==> src/rtl/actuation_pkg.sv <==
// Shared constants, FSM state type and trip-vector byte addressing for the
// actuation unit scan controller.
package actuation_pkg;

    localparam int NUM_DIV = 4;
    localparam int TRIP_W  = 8;
    localparam int FIELD_W = NUM_DIV * TRIP_W;
    localparam int VEC_W   = 3 * FIELD_W;

    localparam logic [TRIP_W-1:0] FAULT_BYTE = 8'hFF;

    localparam logic [6:0] TEMP_LSB  = 7'd64;
    localparam logic [6:0] PRESS_LSB = 7'd32;
    localparam logic [6:0] SAT_LSB   = 7'd0;

    typedef enum logic [1:0] {
        ST_IDLE,
        ST_REQ,
        ST_EVAL,
        ST_UPDATE
    } scan_state_e;

    // Division 0 sits in the most significant byte of each field.
    function automatic logic [6:0] byte_lsb(input logic [6:0] field_lsb,
                                            input logic [1:0] div);
        return field_lsb + 7'({~div, 3'b000});
    endfunction

endpackage

==> src/rtl/actuation_vote.sv <==
// 2-of-4 coincidence voting over the assembled trip vector.
module actuation_vote
    import actuation_pkg::*;
(
    input  logic [VEC_W-1:0] trip_vec,
    output logic             vote_d0,
    output logic             vote_d1
);

    function automatic logic coincidence_2oo4(input logic [FIELD_W-1:0] field);
        logic a, b, c, d;
        a = |field[31:24];
        b = |field[23:16];
        c = |field[15:8];
        d = |field[7:0];
        return (a & b) | (a & c) | (a & d) | (b & c) | (b & d) | (c & d);
    endfunction

    logic temp_vote;
    logic press_vote;
    logic sat_vote;

    assign temp_vote  = coincidence_2oo4(trip_vec[TEMP_LSB  +: FIELD_W]);
    assign press_vote = coincidence_2oo4(trip_vec[PRESS_LSB +: FIELD_W]);
    assign sat_vote   = coincidence_2oo4(trip_vec[SAT_LSB   +: FIELD_W]);

    assign vote_d0 = temp_vote | press_vote;
    assign vote_d1 = sat_vote;

endmodule

==> src/rtl/actuation_scan_controller.sv <==
// Polls the four instrumentation divisions, votes 2-of-4 coincidence and
// holds device actuation latched until an operator reset.
module actuation_scan_controller
    import actuation_pkg::*;
#(
    parameter int SCAN_GAP = 16,
    parameter int TIMEOUT  = 64
) (
    input  logic               clk,
    input  logic               rst_n,
    output logic [NUM_DIV-1:0] div_req,
    input  logic [NUM_DIV-1:0] div_ack,
    input  logic [23:0]        div_data,
    input  logic               manual_d0,
    input  logic               manual_d1,
    input  logic               reset_req,
    output logic               actuate_d0,
    output logic               actuate_d1,
    output logic [VEC_W-1:0]   trips,
    output logic [NUM_DIV-1:0] div_fault,
    output logic               scan_done
);

    localparam int GAP_W  = $clog2(SCAN_GAP + 1);
    localparam int WAIT_W = $clog2(TIMEOUT + 1);

    scan_state_e        state;
    logic [1:0]         idx;
    logic [GAP_W-1:0]   gap_cnt;
    logic [WAIT_W-1:0]  wait_cnt;
    logic               reset_pending;
    logic               vote_d0_p1;
    logic               vote_d1_p1;

    logic [VEC_W-1:0]   work_vec;
    logic [NUM_DIV-1:0] work_fault;

    logic               ack_hit;
    logic               wait_expired;
    logic               vote_d0;
    logic               vote_d1;

    assign ack_hit      = div_ack[idx];
    assign wait_expired = (wait_cnt == WAIT_W'(TIMEOUT - 1));

    actuation_vote u_vote (
        .trip_vec (work_vec),
        .vote_d0  (vote_d0),
        .vote_d1  (vote_d1)
    );

    // Working buffer: every division is overwritten (data or fault bytes) each scan.
    always_ff @(posedge clk) begin
        if (state == ST_REQ) begin
            if (ack_hit) begin
                work_vec[byte_lsb(TEMP_LSB,  idx) +: TRIP_W] <= div_data[23:16];
                work_vec[byte_lsb(PRESS_LSB, idx) +: TRIP_W] <= div_data[15:8];
                work_vec[byte_lsb(SAT_LSB,   idx) +: TRIP_W] <= div_data[7:0];
                work_fault[idx] <= 1'b0;
            end else if (wait_expired) begin
                work_vec[byte_lsb(TEMP_LSB,  idx) +: TRIP_W] <= FAULT_BYTE;
                work_vec[byte_lsb(PRESS_LSB, idx) +: TRIP_W] <= FAULT_BYTE;
                work_vec[byte_lsb(SAT_LSB,   idx) +: TRIP_W] <= FAULT_BYTE;
                work_fault[idx] <= 1'b1;
            end
        end
    end

    always_ff @(posedge clk or negedge rst_n) begin
        if (!rst_n) begin
            state         <= ST_IDLE;
            idx           <= 2'd0;
            gap_cnt       <= '0;
            wait_cnt      <= '0;
            reset_pending <= 1'b0;
            vote_d0_p1    <= 1'b0;
            vote_d1_p1    <= 1'b0;
            div_req       <= '0;
            actuate_d0    <= 1'b0;
            actuate_d1    <= 1'b0;
            trips         <= '0;
            div_fault     <= '0;
            scan_done     <= 1'b0;
        end else begin
            scan_done <= 1'b0;

            // A request arriving during UPDATE survives into the next scan.
            if (state == ST_UPDATE) begin
                reset_pending <= reset_req;
            end else if (reset_req) begin
                reset_pending <= 1'b1;
            end

            case (state)
                ST_IDLE: begin
                    if (gap_cnt == GAP_W'(SCAN_GAP - 1)) begin
                        state    <= ST_REQ;
                        idx      <= 2'd0;
                        wait_cnt <= '0;
                        div_req  <= 4'b0001;
                    end else begin
                        gap_cnt <= gap_cnt + GAP_W'(1);
                    end
                end
                ST_REQ: begin
                    if (ack_hit || wait_expired) begin
                        if (idx == 2'd3) begin
                            state   <= ST_EVAL;
                            div_req <= '0;
                        end else begin
                            idx      <= idx + 2'd1;
                            div_req  <= div_req << 1;
                            wait_cnt <= '0;
                        end
                    end else begin
                        wait_cnt <= wait_cnt + WAIT_W'(1);
                    end
                end
                ST_EVAL: begin
                    vote_d0_p1 <= vote_d0;
                    vote_d1_p1 <= vote_d1;
                    state      <= ST_UPDATE;
                end
                ST_UPDATE: begin
                    actuate_d0 <= vote_d0_p1 | manual_d0 | (actuate_d0 & ~reset_pending);
                    actuate_d1 <= vote_d1_p1 | manual_d1 | (actuate_d1 & ~reset_pending);
                    trips      <= work_vec;
                    div_fault  <= work_fault;
                    scan_done  <= 1'b1;
                    gap_cnt    <= '0;
                    state      <= ST_IDLE;
                end
                default: state <= ST_IDLE;
            endcase
        end
    end

endmodule

==> config.mk <==
export PLATFORM = sky130hd
export DESIGN_NAME = actuation_scan_controller
export DESIGN_NICKNAME = d
export VERILOG_FILES = /design/src/rtl/actuation_pkg.sv /design/src/rtl/actuation_vote.sv /design/src/rtl/actuation_scan_controller.sv
export SDC_FILE = /design/constraint.sdc
export NUM_CORES = 1
export LEC_CHECK = 0
export CORE_ASPECT_RATIO = 1.1
export CORE_MARGIN = 2
export CORE_UTILIZATION = 30
export DETAILED_ROUTE_END_ITERATION = 8
export SLEW_MARGIN = 20
export SYNTH_ARGS = -nofsm -noshare
export SYNTH_HDL_FRONTEND = slang
export SYNTH_SLANG_ARGS = --single-unit
export TNS_END_PERCENT = 20
==> constraint.sdc <==
create_clock -name clk -period 2.3 [get_ports clk]
set_input_delay 0.345 -clock clk [delete_from_list [all_inputs] [get_ports clk]]
set_output_delay 0.345 -clock clk [all_outputs]
set_load 0.01 [all_outputs]
==> results_dict.tcl, run 1 <==
set metrics [dict create \
    synth_area_leaders "dfrtp_1, edfxtp_1, mux2_2" \
    grt_pass1_wl_um 36950 \
    grt_max_degree 127 \
    synth.distinct_cells 48 \
    via_count 6052 \
    rsz0062_at_grt "true" \
    fin_ws_ps 90.10 \
    dieArea_mm2 0.03298 \
    p_int_mw 11.58 \
    final_max_slew_viol_count 0 \
    post_drt_via_cell_ratio 4.780 \
    synth-async-reset-ratio 0.5575 \
    antenna_found_initial 0 \
    period_minus_slack_ps 2210 \
    power_density_mw_per_mm2 1348 \
    clock_latency_ps 520 \
    pin_count 140 \
    ys_seq_area_frac 0.6505 \
    dp_worst_setup_slack_ps -287.2 \
    fillers 2948 \
    cts_tree "done" \
    synth_warnings 0 \
    start_util 0.3031 \
    routed_wl_um 23970 \
    switching_share 0.3080 \
    drt_iter0_markers 474 \
    coreArea_mm2 0.03122 \
    fin_util 0.3977 \
    p_leak_nw 5.226 \
    die_y_um 190.3 \
    synth_top_area_frac 0.3332 \
    die_w_um 173.3 \
    cp_max_fo 24 \
    grt_pass1_vias 6292 \
    portBuffers 139 \
    finalSetupTns_ps 0 \
    crit_type "flip-flop to flip-flop" \
    power_mw 16.73 \
    ant_nets 0 \
    hold_violations 0 \
    yosys.area.top_type "dfrtp_1" \
    place_area_mm2 0.01160 \
    yosysMostFrequentCell "dfrtp_1" \
    switchingPower_mw 5.154 \
    clockRootBuffer "clkbuf_16" \
    drcViolationCount 0 \
    fin_crit_sh 0.9608 \
    dr.pass1.iters 5 \
    cp-start-kind "flip-flop" \
    synthTopCellsByCount "dfrtp_1, mux2_2, edfxtp_1" \
    clkPwrFrac 0.228 \
    syn_area_per_cell_um2 14.34 \
    comb_power_share 0.387 \
    max_freq_ghz 0.4525 \
    syn_inst 660 \
    clock-sinks 226 \
    clk_path_buf_depth 3 \
    post_cts_buffers 0 \
    synth_edf_count 100 \
    clkSlewWorstSetupHoldPaths_ps 60 \
    hpwl_um 17360 \
    h-tree-depth 1 \
    status "finished, final reports clean" \
    ys_ff_latch 226 \
    synthToLayoutAreaGrowth_pct 31.22 \
    dp_cells 1221 \
    holdWs_ps 398.5 \
    grtUsageTotal 0.1434 \
    cts_inserted_buffers 24 \
    power_frac_seq 0.385 \
    fin_worst_skew_ps 12.47 \
    cp.required_ps 2500 \
    overflow 0 \
    antenna_cells 0 \
    post_drt_wl_per_cell_um 18.93 \
    end_kind "flip-flop" \
    tightest_slew_ps 716.2 \
    synth_top_flop_cell "dfrtp_1" \
    synthesis.area_mm2 0.009463 \
    ir_drop_uv 657.3 \
    postLayoutCellArea_mm2 0.01242 \
    row_count 68 \
    fin_nets 876 \
    hp-class "primary input to flip-flop" \
    synth_nets 708 \
    gp_congestion 0.7818 \
    setup_violations 0 \
    drive_above_1_share 0.2400 \
    maxCapViolations 0 \
    relSlewSlack 0.5226 \
    stdcell_count 1266 \
    critPathArrivalTime_ps 2410 \
]
==> layer usage <==
layer	up-vias	wire (um)	global-route usage	part of all wire
li1	2806	-	-	-
met1	3049	10710	0.1879	0.45
met2	161	11690	0.2465	0.49
met3	36	1022	0.02193	0.043
met4	0	542	0.04270	0.023
met5	-	0	0	0
==> what timing repair did <==
item,in CTS,in global routing
hold buffers,1,0
endpoints found under the setup margin,31,59
resized for setup,3,1
endpoints found under the hold margin,68,0
==> layout by cell type, fill, tap and decap left out, types with 2 or more instances in the layout <==
master,synthesis,final
clkbuf_16,0,24
buf_12,0,6
nand2_1,34,34
and3_1,5,5
buf_4,0,32
a22o_1,5,5
clkdlybuf4s50_1,0,138
nand4_1,3,3
o22ai_1,5,5
ha_1,15,13
clkbuf_1,21,2
a21o_1,79,79
and2_2,0,4
nor2_1,29,27
a32o_1,2,2
mux2i_1,2,2
nor2b_1,2,2
edfxtp_1,100,100
a21oi_1,9,9
clkbuf_8,0,5
a22oi_1,8,8
nand3_1,8,8
a221oi_1,8,8
o21ai_0,9,9
clkinv_4,0,2
xor2_1,3,3
and2_1,9,5
a31oi_1,2,2
mux2_2,103,103
nor4_1,25,25
clkinv_2,0,6
nor2_2,1,3
dfrtp_1,126,126
nor3_2,2,2
inv_1,12,12
==> worst max-delay path, cell delays in order (launching register included) <==
cell and delay (ps):
dfrtp_1 420, mux4_2 590, a41oi_4 200, and2b_1 250, and2_2 410
==> final timing paths <==
path / cells after the start / from / slack (ps) / to
hold / removal: 2 / reset_req / 400 / reset_pending
min in group asynchronous: 3 / rst_n / 480 / trips[51]
max in group asynchronous: 3 / rst_n / 1270 / trips[84]
hold reg to reg: 2 / actuate_d0 / 470 / actuate_d0
setup / recovery: 4 / idx[0] / 90 / work_vec[40]
setup reg to reg: 4 / idx[0] / 90 / work_vec[40]
==> power by group through the flow <==
stage               clock network [mW]  logic [mW]  registers [mW]
global placement                     0        6.41            6.53
floorplan                            0        3.02            6.77
CTS                               3.91        6.55            6.48
detailed placement                   0        6.50            6.54
finish                            3.82        6.48            6.44
global route                      4.10        6.98            6.60
==> cell type report <==
class / count / area (um^2) / share of cell area
timing repair buffer: 177 / 1752 / 0.1411
inverter: 12 / 45.04 / 0.003628
sequential: 226 / 6156 / 0.4958
multi-input combinational: 387 / 3148 / 0.2535
clock buffer: 31 / 676.9 / 0.05451
clock inverter: 13 / 113.9 / 0.009170
tap: 420 / 525.5 / 0.04232
==> registers in the layout, indices dropped and copies added, names as in the netlist, 2 cells and up, named ones only <==
| signal | cells |
|---|---|
| gap_cnt | 5 |
| idx | 2 |
| work_vec | 96 |
| trips | 96 |
| state | 2 |
| div_fault | 4 |
| wait_cnt | 7 |
| div_req | 4 |
==> cell families (layout without fill, tap and decap cells) <==
family / Yosys count / in the layout / synth area share
and+or+nand+nor: 124 / 124 / 0.06757
DFF: 226 / 226 / 0.6505
AOI/OAI and AO/OA: 137 / 137 / 0.1092
adders and majority gates: 16 / 16 / 0.02089
buffers and inverters: 47 / 233 / 0.02036
xor gates and xnor gates: 3 / 3 / 0.002777
muxes: 107 / 107 / 0.1287
No activity file was read; power rests on OpenSTA's default activity.
==> inputs of run 2 (changes only) <==
CORE_MARGIN = default   (was 2)
SLEW_MARGIN = 40   (was 20)
==> results_dict.tcl, run 2 (same netlist as run 1, synthesis figures left out) <==
set metrics [dict create \
    status "finished, final reports clean" \
    drive_above_1_share 0.2370 \
    drt_iter0_markers 451 \
    drcViolationCount 0 \
    clock_latency_ps 530 \
    via_count 6073 \
    hold_violations 0 \
    rsz0062_at_grt "false" \
    tightest_slew_ps 753.9 \
    dieArea_mm2 0.03226 \
    grtUsageTotal 0.1511 \
    final_common_cell "clkdlybuf4s50_1" \
    postLayoutCellArea_mm2 0.01238 \
    p_leak_nw 5.204 \
    clkPwrFrac 0.222 \
    p_int_mw 11.43 \
    r2r_cells 5 \
    setup_violations 0 \
    post_drt_wl_per_cell_um 19.07 \
    dp_cells 1217 \
    period_minus_slack_ps 2163 \
    routed_wl_um 24060 \
    hpwl_um 17140 \
    power_density_mw_per_mm2 1339 \
    clkSlewWorstSetupHoldPaths_ps 60 \
    power_frac_seq 0.388 \
    cp_max_fo 24 \
    comb_power_share 0.390 \
    portBuffers 139 \
    ir_drop_uv 652.2 \
    dr.pass1.iters 5 \
    crit_type "flip-flop to flip-flop" \
    antenna_found_initial 0 \
    clock-sinks 226 \
    final_cell_mix "clkdlybuf4s50_1, dfrtp_1, mux2_2" \
    fin_worst_skew_ps 23.83 \
    place_area_mm2 0.01161 \
    die_y_um 188.3 \
    row_count 67 \
    gp_congestion 0.7872 \
    cp.required_ps 2450 \
    ant_nets 0 \
    critPathArrivalTime_ps 2310 \
    overflow 0 \
    h-tree-depth 1 \
    coreArea_mm2 0.03077 \
    fin_crit_sh 0.9403 \
    reg2reg_slack_ps 140 \
    final_max_slew_viol_count 0 \
    post_drt_via_cell_ratio 4.812 \
    cts_tree "done" \
    end_kind "flip-flop" \
    pin_count 140 \
    switchingPower_mw 5.154 \
    max_freq_ghz 0.4624 \
    grt_pass1_wl_um 37230 \
    power_mw 16.58 \
    clockRootBuffer "clkbuf_16" \
    antenna_cells 0 \
    cts_inserted_buffers 24 \
    hp-class "primary input to flip-flop" \
    maxCapViolations 0 \
    synthToLayoutAreaGrowth_pct 30.86 \
    fin_nets 878 \
    holdPathStages 2 \
    die_w_um 171.3 \
    grt_max_degree 127 \
    reg_top3 "trips: 96 flops, work_vec: 96 flops, wait_cnt: 7 flops" \
    relSlewSlack 0.4974 \
    stdcell_count 1262 \
    cp-start-kind "flip-flop" \
    clk_path_buf_depth 3 \
    start_util 0.3076 \
    switching_share 0.3108 \
    grt_pass1_vias 6186 \
]
-- run 2: worst max-delay path: stages, from the launching register on --
cell,delay [ps]
dfrtp_1,380
ha_1,200
and3_1,260
a41oi_4,140
and2b_1,270
and2_2,540
-- run 2: final cells by class --
class                      instances  area, um^2
clock buffer                      25       614.3
clock inverter                    19       132.6
fill                            2939       18380
inverter                          12       45.04
multi-input combinational        387        3151
sequential                       226        6156
tap                              414       518.0
timing repair buffer             179        1767
-- run 2: path summary, 6_finish.rpt --
check,startpoint,to
min reg2reg,actuate_d1,actuate_d1
min in group asynchronous,rst_n,trips[51]
max reg2reg,wait_cnt[0],work_vec[91]
max in group asynchronous,rst_n,trips[82]
min,reset_req,reset_pending
max,wait_cnt[0],work_vec[91]
-- run 2: metrics by stage --
stage | util | setup TNS [ps] | setup WS [ps] | hold slack (ps)
after detailed placement | 0.3774 | -15570 | -197.0 | 467.1
after CTS | 0.4021 | 0 | 93.55 | 412.5
final | 0.4025 | 0 | 137.3 | 424.2
after global placement | 0.3773 | -14430 | -167.4 | 454.5
after global routing | 0.4025 | 0 | 11.58 | 413.6
after floorplan | - | -2286 | -31.43 | 49.41
-- run 2: layer usage --
| metal | global-route usage | up-vias | routed length [um] |
|---|---|---|---|
| met4 | 0.03777 | 0 | 346 |
| met3 | 0.02394 | 25 | 1374 |
| met2 | 0.2494 | 161 | 11750 |
| met1 | 0.2060 | 3077 | 10590 |
| met5 | 0 | - | 0 |
| li1 | - | 2810 | - |
-- run 2: power groups by stage --
stage          clock (mW)  combinational (mW)  sequential (mW)
3_5_place_dp            0                6.50             6.54
3_3_place_gp            0                6.42             6.52
2_1_floorplan           0                3.02             6.77
5_1_grt              3.94                6.99             6.61
6_report             3.68                6.47             6.44
4_1_cts              3.79                6.55             6.48
-- run 2: what timing repair did --
| item | 4_1_cts | 5_1_grt |
|---|---|---|
| hold buffers | 1 | 0 |
| endpoints found under the hold margin | 68 | 0 |
| buffers inserted | 0 | 0 |
| gates resized for setup | 0 | 2 |
| endpoints found under the setup margin | 0 | 4 |
==> inputs of run 3 (changes only) <==
MAX_ROUTING_LAYER = met4   (was default)
==> results_dict.tcl, run 3 (same netlist as run 1, synthesis figures left out) <==
set metrics [dict create \
    post_drt_via_cell_ratio 4.811 \
    drive_above_1_share 0.2370 \
    reg_top3 "trips: 96 flops, work_vec: 96 flops, wait_cnt: 7 flops" \
    power_density_mw_per_mm2 1341 \
    dieArea_mm2 0.03226 \
    ant_nets 0 \
    overflow 0 \
    grt_pass1_vias 6216 \
    setup_violations 0 \
    finalSetupTns_ps 0 \
    clock-sinks 226 \
    fin_nets 878 \
    hold_violations 0 \
    die_w_um 171.3 \
    hp-class "primary input to asynchronous set/reset pin" \
    fin_util 0.4025 \
    dr.pass1.iters 5 \
    final_max_slew_viol_count 0 \
    start_util 0.3076 \
    end_kind "flip-flop" \
    ir_drop_uv 654.8 \
    row_count 67 \
    fin_worst_skew_ps 25.86 \
    clk_path_buf_depth 3 \
    dp_worst_setup_slack_ps -197.0 \
    cp-start-kind "flip-flop" \
    maxCapViolations 0 \
    p_leak_nw 5.204 \
    drcViolationCount 0 \
    fin_ws_ps 141.9 \
    postLayoutCellArea_mm2 0.01238 \
    fin_crit_sh 0.9383 \
    coreArea_mm2 0.03077 \
    antenna_cells 0 \
    place_area_mm2 0.01161 \
    cp.required_ps 2450 \
    critPathArrivalTime_ps 2300 \
    crit_type "flip-flop to flip-flop" \
    hpwl_um 17140 \
    routed_wl_um 24090 \
    pin_count 140 \
    post_drt_wl_per_cell_um 19.09 \
    die_y_um 188.3 \
    grtUsageTotal 0.1555 \
    max_freq_ghz 0.4634 \
    rsz0062_at_grt "false" \
    h-tree-depth 1 \
    grt_max_degree 127 \
    gp_congestion 0.7982 \
    reg2reg_slack_ps 140 \
    relSlewSlack 0.4339 \
    tightest_slew_ps 849.2 \
    cts_inserted_buffers 24 \
    synthToLayoutAreaGrowth_pct 30.86 \
    cts_tree "done" \
    via_count 6072 \
    holdWs_ps 395.9 \
    fillers 2939 \
    final_common_cell "clkdlybuf4s50_1" \
    portBuffers 139 \
    cp_max_fo 24 \
    drt_iter0_markers 465 \
    clkSlewWorstSetupHoldPaths_ps 60 \
    final_cell_mix "clkdlybuf4s50_1, dfrtp_1, mux2_2" \
    grt_pass1_wl_um 37220 \
    period_minus_slack_ps 2158 \
    clockRootBuffer "clkbuf_16" \
    status "finished, final reports clean" \
    antenna_found_initial 0 \
    clock_latency_ps 530 \
]
run 3: area by class of cell:
cell class	count	area (um^2)	share of cell area
sequential	226	6156	0.4971
multi-input combinational	387	3151	0.2544
timing repair buffer	179	1767	0.1427
inverter	12	45.04	0.003637
tap	414	518.0	0.04183
clock inverter	19	132.6	0.01071
clock buffer	25	614.3	0.04961
run 3: power by group:
part	internal, mW	switching (mW)	total (mW)
combinational	3.69	2.79	6.48
clock	2.06	1.63	3.68
sequential	5.68	0.760	6.44
run 3: metrics by stage:
step / power [mW] / std cells
after floorplan: 9.784 / 660
after detailed placement: 13.05 / 1217
after CTS: 16.81 / 1262
final: 16.60 / 1262
after global placement: 12.94 / 1217
after global routing: 17.54 / 1262
run 3: path summary, 6_finish.rpt:
kind / start / end / cells after the start
setup / recovery: wait_cnt[0] / work_vec[91] / 5
hold / removal: rst_n / trips[50] / 3
setup reg to reg: wait_cnt[0] / work_vec[91] / 5
hold reg to reg: actuate_d1 / actuate_d1 / 2
max in group asynchronous: rst_n / trips[70] / 3
min in group clk: reset_req / reset_pending / 2
run 3: layer usage:
layer / share of wire / vias up / GRT usage / routed length [um]
met5: 0 / - / - / 0
met4: 0.014 / 0 / 0.03777 / 346
met3: 0.057 / 25 / 0.02205 / 1369
met2: 0.49 / 156 / 0.2506 / 11710
met1: 0.44 / 3079 / 0.2057 / 10660
li1: - / 2812 / - / -
run 3: critical path: stages (launching register included):
cell,delay [ps]
dfrtp_1,380
ha_1,200
and3_1,260
a41oi_4,140
and2b_1,270
and2_2,540
run 3: repair_timing:
| item | in CTS | in global routing |
|---|---|---|
| hold buffers | 1 | 0 |
| endpoints found under the hold margin | 68 | 0 |
| endpoints found under the setup margin | 0 | 5 |
| setup buffers | 0 | 0 |
| gates resized for setup | 0 | 2 |
==> patch (config.mk and constraints of run 3) <==
The parameter `SCAN_GAP` goes from 16 to 8.
--- a/src/rtl/actuation_scan_controller.sv
+++ b/src/rtl/actuation_scan_controller.sv
@@ -4,5 +4,5 @@
     import actuation_pkg::*;
 #(
-    parameter int SCAN_GAP = 16,
+    parameter int SCAN_GAP = 8,
     parameter int TIMEOUT  = 64
 ) (
Formal check against the unedited RTL: no difference found for any inputs over 4 cycles, from zero or initial values and one cycle with rst_n low; that may be too few to reach the edited logic, so the function may still have changed.
==> patch against run 3 <==
- die area fell by 0.52%
- largest power group unchanged
- design area barely moved
- critical path depth increased by 1
- wire length fell by 4.4%
- sequential cell count shrank 1
- worst setup slack better by 10 ps
- total power increased by 3.0%
- synthesized area shrank 0.53%
==> patch: results (changes against run 3) <==
Worst Setup SP: idx[0] (was wait_cnt[0])
final hold slack: 394 ps (was 396 ps)
Compound-Gate Fraction of Synth Area: 4.97% (was 10.9%)
status: finished clean (unchanged)
delay of the slowest critical-path stage: 580 ps (was 540 ps)
CP top delay family: compound AO/OA/AOI/OAI gates (was simple AND/OR/NAND/NOR gates)
total track usage: 15.0% (was 15.5%)
met3 GRT Util: 2.09% (was 2.21%)
mux cell area share after synthesis: 12.9% (about the same)
DP HPWL: 16800 µm (was 17100 µm)
sequential cell area fraction in the yosys report: 65.1% (about the same)
clock insertion delay at the later pin of the skew report: 510 ps (was 530 ps)
Async SR Flop Fraction: 55.6% (was 55.8%)
vias in the first global route: 5995 (was 6216)
Worst-Margin Slew: 496 ps (was 849 ps)
largest net degree at the start of global routing: 73 (was 127)
Post-Synth XOR/XNOR Area: 0.279% (was 0.278%)
count of different cell masters after synthesis: 57 (was 48)
Clock power frac: 23.1% (was 22.2%)
Crit Path Max Fanout: 6 (was 24)
commonest cells in the synthesized netlist: nand2_1, dfrtp_1, mux2_2, edfxtp_1, nor2_1 (was dfrtp_1, mux2_2, edfxtp_1, a21o_1, nand2_1)
met2 WL post-DR: 11200 µm (was 11700 µm)
top cells by area, synth: dfrtp_1, edfxtp_1, mux2_2 (unchanged)
number of CTS-inserted buffers: 25 (was 24)
global placement routability congestion: 0.813 (was 0.798)
[patch: layout make-up]
type,instances,area (µm²)
tap,414,518
clock inverter,15,156
multi-input combinational,445,3070
timing repair buffer,178,1800
clock buffer,30,664
inverter,11,41.3
fill,2934,18300
sequential,225,6130
[patch: through the flow]
stage | util (%) | setup WS, ps | setup TNS [ps] | cells
floorplan | - | 40.3 | 0 | 721
global placement | 37.6 | -75.3 | -4120 | 1272
detailed placement | 37.6 | -103 | -6690 | 1272
CTS | 40.3 | 164 | 0 | 1318
global route | 40.4 | 19.5 | 0 | 1318
finish | 40.4 | 152 | 0 | 1318
[patch: cell families (layout without fill, tap and decap cells)]
| logic type | after synthesis | count (layout) |
|---|---|---|
| xor+xnor | 3 | 3 |
| fa+ha+maj | 15 | 15 |
| mux | 107 | 107 |
| simple gates | 261 | 261 |
| compound gates | 59 | 59 |
| flops | 225 | 225 |
| buf+inv | 51 | 234 |
